**src/rtl/me_sad_min_select.sv**
```systemverilog
// me_sad_min_select
//   Minimum-SAD decision unit for the motion-estimation datapath. For each
//   of the four coding sub-blocks it tracks the smallest SAD seen during a
//   CU search and the search position (col,row) that produced it. When the
//   search finishes, it drains the four winners, one word per handshake.
//
// Ports
//   clk, rst_n        clock, asynchronous active-low reset
//   start             pulse: begin a new CU search (also aborts one in flight)
//   sad_valid/sad_cb/sad_value/sad_col/sad_row   SAD sample stream
//   search_done       pulse: last SAD of the CU has been presented
//   out_valid/out_ready, out_cb/out_sad/out_col/out_row/out_hit  result words
//   cu_done           pulse, one cycle after the final result word is accepted
//   overrun           sticky: a sample arrived outside SEARCH; cleared by start

// One best-candidate slot: holds the running minimum for one sub-block.
module me_sad_min_slot #(
   parameter int SAD_W = 16,
   parameter int COL_W = 5,
   parameter int ROW_W = 7
) (
   input  logic             clk,
   input  logic             rst_n,
   input  logic             clr,
   input  logic             upd,
   input  logic [SAD_W-1:0] sad_value,
   input  logic [COL_W-1:0] sad_col,
   input  logic [ROW_W-1:0] sad_row,
   output logic [SAD_W-1:0] best_sad,
   output logic [COL_W-1:0] best_col,
   output logic [ROW_W-1:0] best_row,
   output logic             hit
);
   always_ff @(posedge clk or negedge rst_n) begin
      if (!rst_n) begin
         best_sad <= '1;
         best_col <= '0;
         best_row <= '0;
         hit      <= 1'b0;
      end else if (clr) begin
         best_sad <= '1;
         best_col <= '0;
         best_row <= '0;
         hit      <= 1'b0;
      end else if (upd) begin
         hit <= 1'b1;
         // Strict compare: on a tie the earlier position is kept.
         if (sad_value < best_sad) begin
            best_sad <= sad_value;
            best_col <= sad_col;
            best_row <= sad_row;
         end
      end
   end
endmodule

module me_sad_min_select #(
   parameter int SAD_W = 16,
   parameter int COL_W = 5,
   parameter int ROW_W = 7
) (
   input  logic             clk,
   input  logic             rst_n,
   input  logic             start,
   input  logic             sad_valid,
   input  logic [1:0]       sad_cb,
   input  logic [SAD_W-1:0] sad_value,
   input  logic [COL_W-1:0] sad_col,
   input  logic [ROW_W-1:0] sad_row,
   input  logic             search_done,
   output logic             out_valid,
   input  logic             out_ready,
   output logic [1:0]       out_cb,
   output logic [SAD_W-1:0] out_sad,
   output logic [COL_W-1:0] out_col,
   output logic [ROW_W-1:0] out_row,
   output logic             out_hit,
   output logic             cu_done,
   output logic             overrun
);
   localparam int NUM_CB = 4;

   localparam logic [1:0] S_IDLE   = 2'd0;
   localparam logic [1:0] S_SEARCH = 2'd1;
   localparam logic [1:0] S_DRAIN  = 2'd2;

   logic [1:0] state, state_nxt;
   logic [1:0] idx;

   logic [NUM_CB-1:0][SAD_W-1:0] best_sad;
   logic [NUM_CB-1:0][COL_W-1:0] best_col;
   logic [NUM_CB-1:0][ROW_W-1:0] best_row;
   logic [NUM_CB-1:0]            best_hit;
   logic [NUM_CB-1:0]            upd;

   logic in_search, in_drain, accept, hs;

   assign in_search = (state == S_SEARCH);
   assign in_drain  = (state == S_DRAIN);
   // start has priority over any sample in the same cycle.
   assign accept    = sad_valid && in_search && !start;
   assign hs        = in_drain && out_ready;

   genvar k;
   generate
      for (k = 0; k < NUM_CB; k++) begin : g_slot
         assign upd[k] = accept && (sad_cb == 2'(k));
         me_sad_min_slot #(.SAD_W(SAD_W), .COL_W(COL_W), .ROW_W(ROW_W)) u_slot (
            .clk       (clk),
            .rst_n     (rst_n),
            .clr       (start),
            .upd       (upd[k]),
            .sad_value (sad_value),
            .sad_col   (sad_col),
            .sad_row   (sad_row),
            .best_sad  (best_sad[k]),
            .best_col  (best_col[k]),
            .best_row  (best_row[k]),
            .hit       (best_hit[k])
         );
      end
   endgenerate

   always_comb begin
      state_nxt = state;
      if (start) begin
         state_nxt = S_SEARCH;
      end else begin
         case (state)
            S_IDLE:   state_nxt = S_IDLE;
            S_SEARCH: if (search_done) state_nxt = S_DRAIN;
            S_DRAIN:  if (out_ready && idx == 2'd3) state_nxt = S_IDLE;
            default:  state_nxt = S_IDLE;
         endcase
      end
   end

   always_ff @(posedge clk or negedge rst_n) begin
      if (!rst_n) begin
         state   <= S_IDLE;
         idx     <= 2'd0;
         cu_done <= 1'b0;
         overrun <= 1'b0;
      end else begin
         state   <= state_nxt;
         cu_done <= !start && hs && (idx == 2'd3);
         // idx wraps from 3 to 0 on the last handshake, ready for the next CU.
         if (start || (in_search && search_done))
            idx <= 2'd0;
         else if (hs)
            idx <= idx + 2'd1;
         if (start)
            overrun <= 1'b0;
         else if (sad_valid && !in_search)
            overrun <= 1'b1;
      end
   end

   // Slots are frozen during DRAIN, so the muxed fields stay stable under
   // backpressure without a separate output register.
   assign out_valid = in_drain;
   assign out_cb    = idx;
   assign out_sad   = best_sad[idx];
   assign out_col   = best_col[idx];
   assign out_row   = best_row[idx];
   assign out_hit   = best_hit[idx];
endmodule
```
**config.mk**
```make
export PLATFORM = sky130hd
export DESIGN_NAME = me_sad_min_select
export DESIGN_NICKNAME = d
export VERILOG_FILES = /design/src/rtl/me_sad_min_select.sv
export SDC_FILE = /design/constraint.sdc
export NUM_CORES = 1
export LEC_CHECK = 0
export BUFFER_PORTS_ARGS = -buffer_cell sky130_fd_sc_hd__buf_2
export CAP_MARGIN = 20
export CORE_AREA = 2 2 179 181
export CTS_CLUSTER_SIZE = 25
export DETAILED_ROUTE_END_ITERATION = 12
export DIE_AREA = 0 0 181 183
export GPL_ROUTABILITY_DRIVEN = 0
export GPL_TIMING_DRIVEN = 0
export PLACE_DENSITY = 0.45
export SLEW_MARGIN = 20
export SYNTH_ARGS = -nofsm -noshare
export SYNTH_HDL_FRONTEND = slang
export SYNTH_SLANG_ARGS = --single-unit
```
**constraint.sdc**
```tcl
create_clock -name clk -period 4.9 [get_ports clk]
set_input_delay 0.98 -clock clk [delete_from_list [all_inputs] [get_ports clk]]
set_output_delay 0.98 -clock clk [all_outputs]
set_load 0.005 [all_outputs]
```
==> results.cfg <==
[run_status]
outcome = completed

[floorplanning]
core_region_area_um2 = 31200
die-area_um2 = 33100
rows = 65
initial_core_util_pct = 24.7
ioPinCount = 70
dieHeight_um = 183
fp.dieW_um = 181

[clock_network]
clk_latency_ps = 420
htree_levels = 4
cts_made_buffers = 17
cts_hold_buf = 0
cts_tree = built
post-cts-setup-buffers = 0
path_clk_slew_ps = 60
post_cts_resized = 0
clock_path_buffers = 2
clock-sinks = 122
ctsRootBufferMaster = clkbuf_16

[sta]
worst_pin_slew_ps = 1040
skew_ps = 6.90
fmax_mhz = 291
fin_tns_setup_ps = 0
setup_viol = 0
finalCriticalPeriod_ps = 3440
finalMaxSlewViolations = 0
rsz0062_at_grt = false
slew_headroom_pct = 30.8
fin_crit_sh_pct = 70.1
hold_violations = 0

[layout]
layout-drive-gt1-share_pct = 30.0
diodes = 0
fin_cells = 1186
nets = 868
syn2layout_area_growth_pct = 18.8

[critical_path]
regToRegSetupSlack_ps = 1690
cp_top_family = buffers and inverters
max_stage_delay_ps = 800
slowest_stage = buf_1
reg2regPathDepth = 9
path_max_fanout = 10
rr_startpoint = g_slot[0].u_slot.best_sad[14]
critPathBufInv = 2
crit_arrival_ps = 2460
cp-end-kind = primary output
critPathRequiredTime_ps = 3920
crit_chain = buf_1, mux4_2, buf_2
crit_type = flip-flop to primary output
reg2reg_to = g_slot[0].u_slot.best_sad[14]
start_kind = flip-flop

[logic_synthesis]
synth_mux_area_share_pct = 23.0
syn_area_per_cell_um2 = 11.3
synth_cells = 682
synth_top_family_by_area = multiplexers
synthesis.nets = 779
async_reset_ff_share_pct = 100
synth_flop_cell = dfstp_2
synth_warnings = 0
synth-simple-area-share_pct = 13.0
yosysSeqAreaShare_pct = 40.7
synth-adder-area-share_pct = 9.91
ys_ff_latch = 122
syn_area_um2 = 7700
synth_edf_count = 0
synth_compound_area_share_pct = 6.22
ys_types = 49
synth_xor_area_share_pct = 0.114

[hold_path]
min_from = g_slot[3].u_slot.hit
hold-path-endpoint = g_slot[3].u_slot.hit
hold_class = flip-flop to flip-flop
holdPathStages = 2

[placement]
portBuffers = 69
hpwl_um = 16700
dp_cells = 1154

[global_routing]
track_usage_pct = 14.6
grt_max_degree = 90
antenna_found_initial = 0
grt_pass1_wl_um = 35900
overflow = 0
grt_pass1_vias = 5832

[detailed_routing]
avgViaCountPerCell = 4.49
drt-initial-drc-count = 244
vias = 5331
wl_per_cell_um = 19.2
drtAntennaViolNets = 0
drt-pass1-iter-count = 4
wirelength_um = 22800
remaining_drc_errors = 0

[pwr]
powerDensity_nw_per_um2 = 272
vdd_drop_max_mv = 0.265
power.leakage_nw = 4.97

[run]
maxCapViolations = 0
-- worst register-to-register path, cell delays in order, from the launching register on --
cell and delay, ps:
dfstp_2 560, inv_1 50, ha_1 280, and4_1 320, nand4_1 170, a2111oi_0 530
a2111o_1 190, buf_2 330, buf_2 460, mux2i_1 260
-- cell usage in the layout (no fill, tap or decap), types with 3 or more instances in the layout --
| cell type | count |
|---|---|
| and4_1 | 6 |
| buf_1 | 3 |
| o21ai_1 | 3 |
| a21oi_1 | 18 |
| a2111oi_2 | 3 |
| buf_2 | 74 |
| buf_6 | 5 |
| nand2b_1 | 50 |
| clkbuf_1 | 10 |
| nor2_1 | 84 |
| a2111oi_0 | 4 |
| ha_1 | 61 |
| dfrtp_1 | 58 |
| o221ai_1 | 4 |
| clkinvlp_4 | 4 |
| mux4_2 | 29 |
| clkbuf_16 | 17 |
| mux2i_1 | 112 |
| a311o_1 | 3 |
| or2b_2 | 11 |
| clkinv_4 | 3 |
| inv_1 | 78 |
| nand2_1 | 12 |
| dlygate4sd3_1 | 3 |
| nand4_1 | 4 |
| a21o_1 | 9 |
| dfstp_2 | 64 |
| nor2b_1 | 4 |
| a2111o_1 | 4 |
| clkinv_2 | 4 |
| o21ai_0 | 4 |
-- stage by stage --
step | total power, mW | hold slack [ps] | util (%) | setup WS, ps | area, um^2
floorplan | 1.19 | 482 | - | 1910 | 7700
global placement | 1.30 | 482 | 27.4 | 990 | 8550
detailed placement | 1.30 | 500 | 27.5 | 1110 | 8590
CTS | 2.54 | 513 | 29.3 | 1330 | 9150
global route | 2.61 | 531 | 29.3 | 1290 | 9150
finish | 2.49 | 506 | 29.3 | 1460 | 9150
-- final cells by class --
class / count / area [um^2]
fillers: 3309 / 22100
multi-input cells: 448 / 4030
flip-flops and latches: 122 / 3130
well taps: 402 / 503
clock buffers: 18 / 439
repair buffers: 70 / 383
inverters: 78 / 293
plain buffers: 34 / 253
clock inverters: 14 / 124
-- worst max path at each step --
stage | from | end | cells past startpoint
floorplan | sad_value[14] | g_slot[2].u_slot.best_col[0] | 8
global placement | rst_n | g_slot[1].u_slot.best_row[5] | 1
detailed placement | sad_value[15] | g_slot[0].u_slot.best_sad[6] | 9
CTS | out_cb[0] | out_sad[2] | 3
global route | out_cb[0] | out_sad[2] | 3
finish | out_cb[0] | out_col[4] | 3
-- flip-flops by register name, indices dropped and copies added, names as in the netlist --
name,flops
g_slot.u_slot.hit,4
overrun,1
state,2
g_slot.u_slot.best_row,28
g_slot.u_slot.best_sad,64
g_slot.u_slot.best_col,20
out_cb,2
cu_done,1
-- kinds of logic after synthesis --
family          after synthesis
compound gates               59
buf+inv                     112
flops                       122
simple gates                186
fa+ha+maj                    61
xor+xnor                      1
mux                         141
-- layer usage --
layer  routed length (um)  part of all wire, %  GRT usage [%]
met3                  865                  3.8           2.64
met5                    0                    0              0
met2                10400                   46           23.1
met1                11300                   49           20.4
met4                  269                  1.2           4.07
-- synth_stat cells, types with 5 or more instances --
cell	n	area share [%]
a21o_1	9	0.88
a21oi_1	18	1.2
mux2i_1	112	15
dfrtp_1	58	19
nor2_1	84	4.1
mux4_2	29	8.5
inv_1	78	3.8
buf_6	5	0.73
nand2b_1	50	4.1
or2b_2	11	1.3
clkbuf_1	10	0.49
buf_2	6	0.39
and4_1	6	0.68
nand2_1	12	0.58
dfstp_2	64	22
ha_1	61	9.9
-- where the power goes --
| group | internal [mW] | leakage, nW | switching, mW |
|---|---|---|---|
| Sequential | 1.04 | 1.47 | 0.0131 |
| Clock | 0.711 | 0.268 | 0.502 |
| Combinational | 0.0877 | 3.23 | 0.143 |
(Power assumes the default switching activity.)
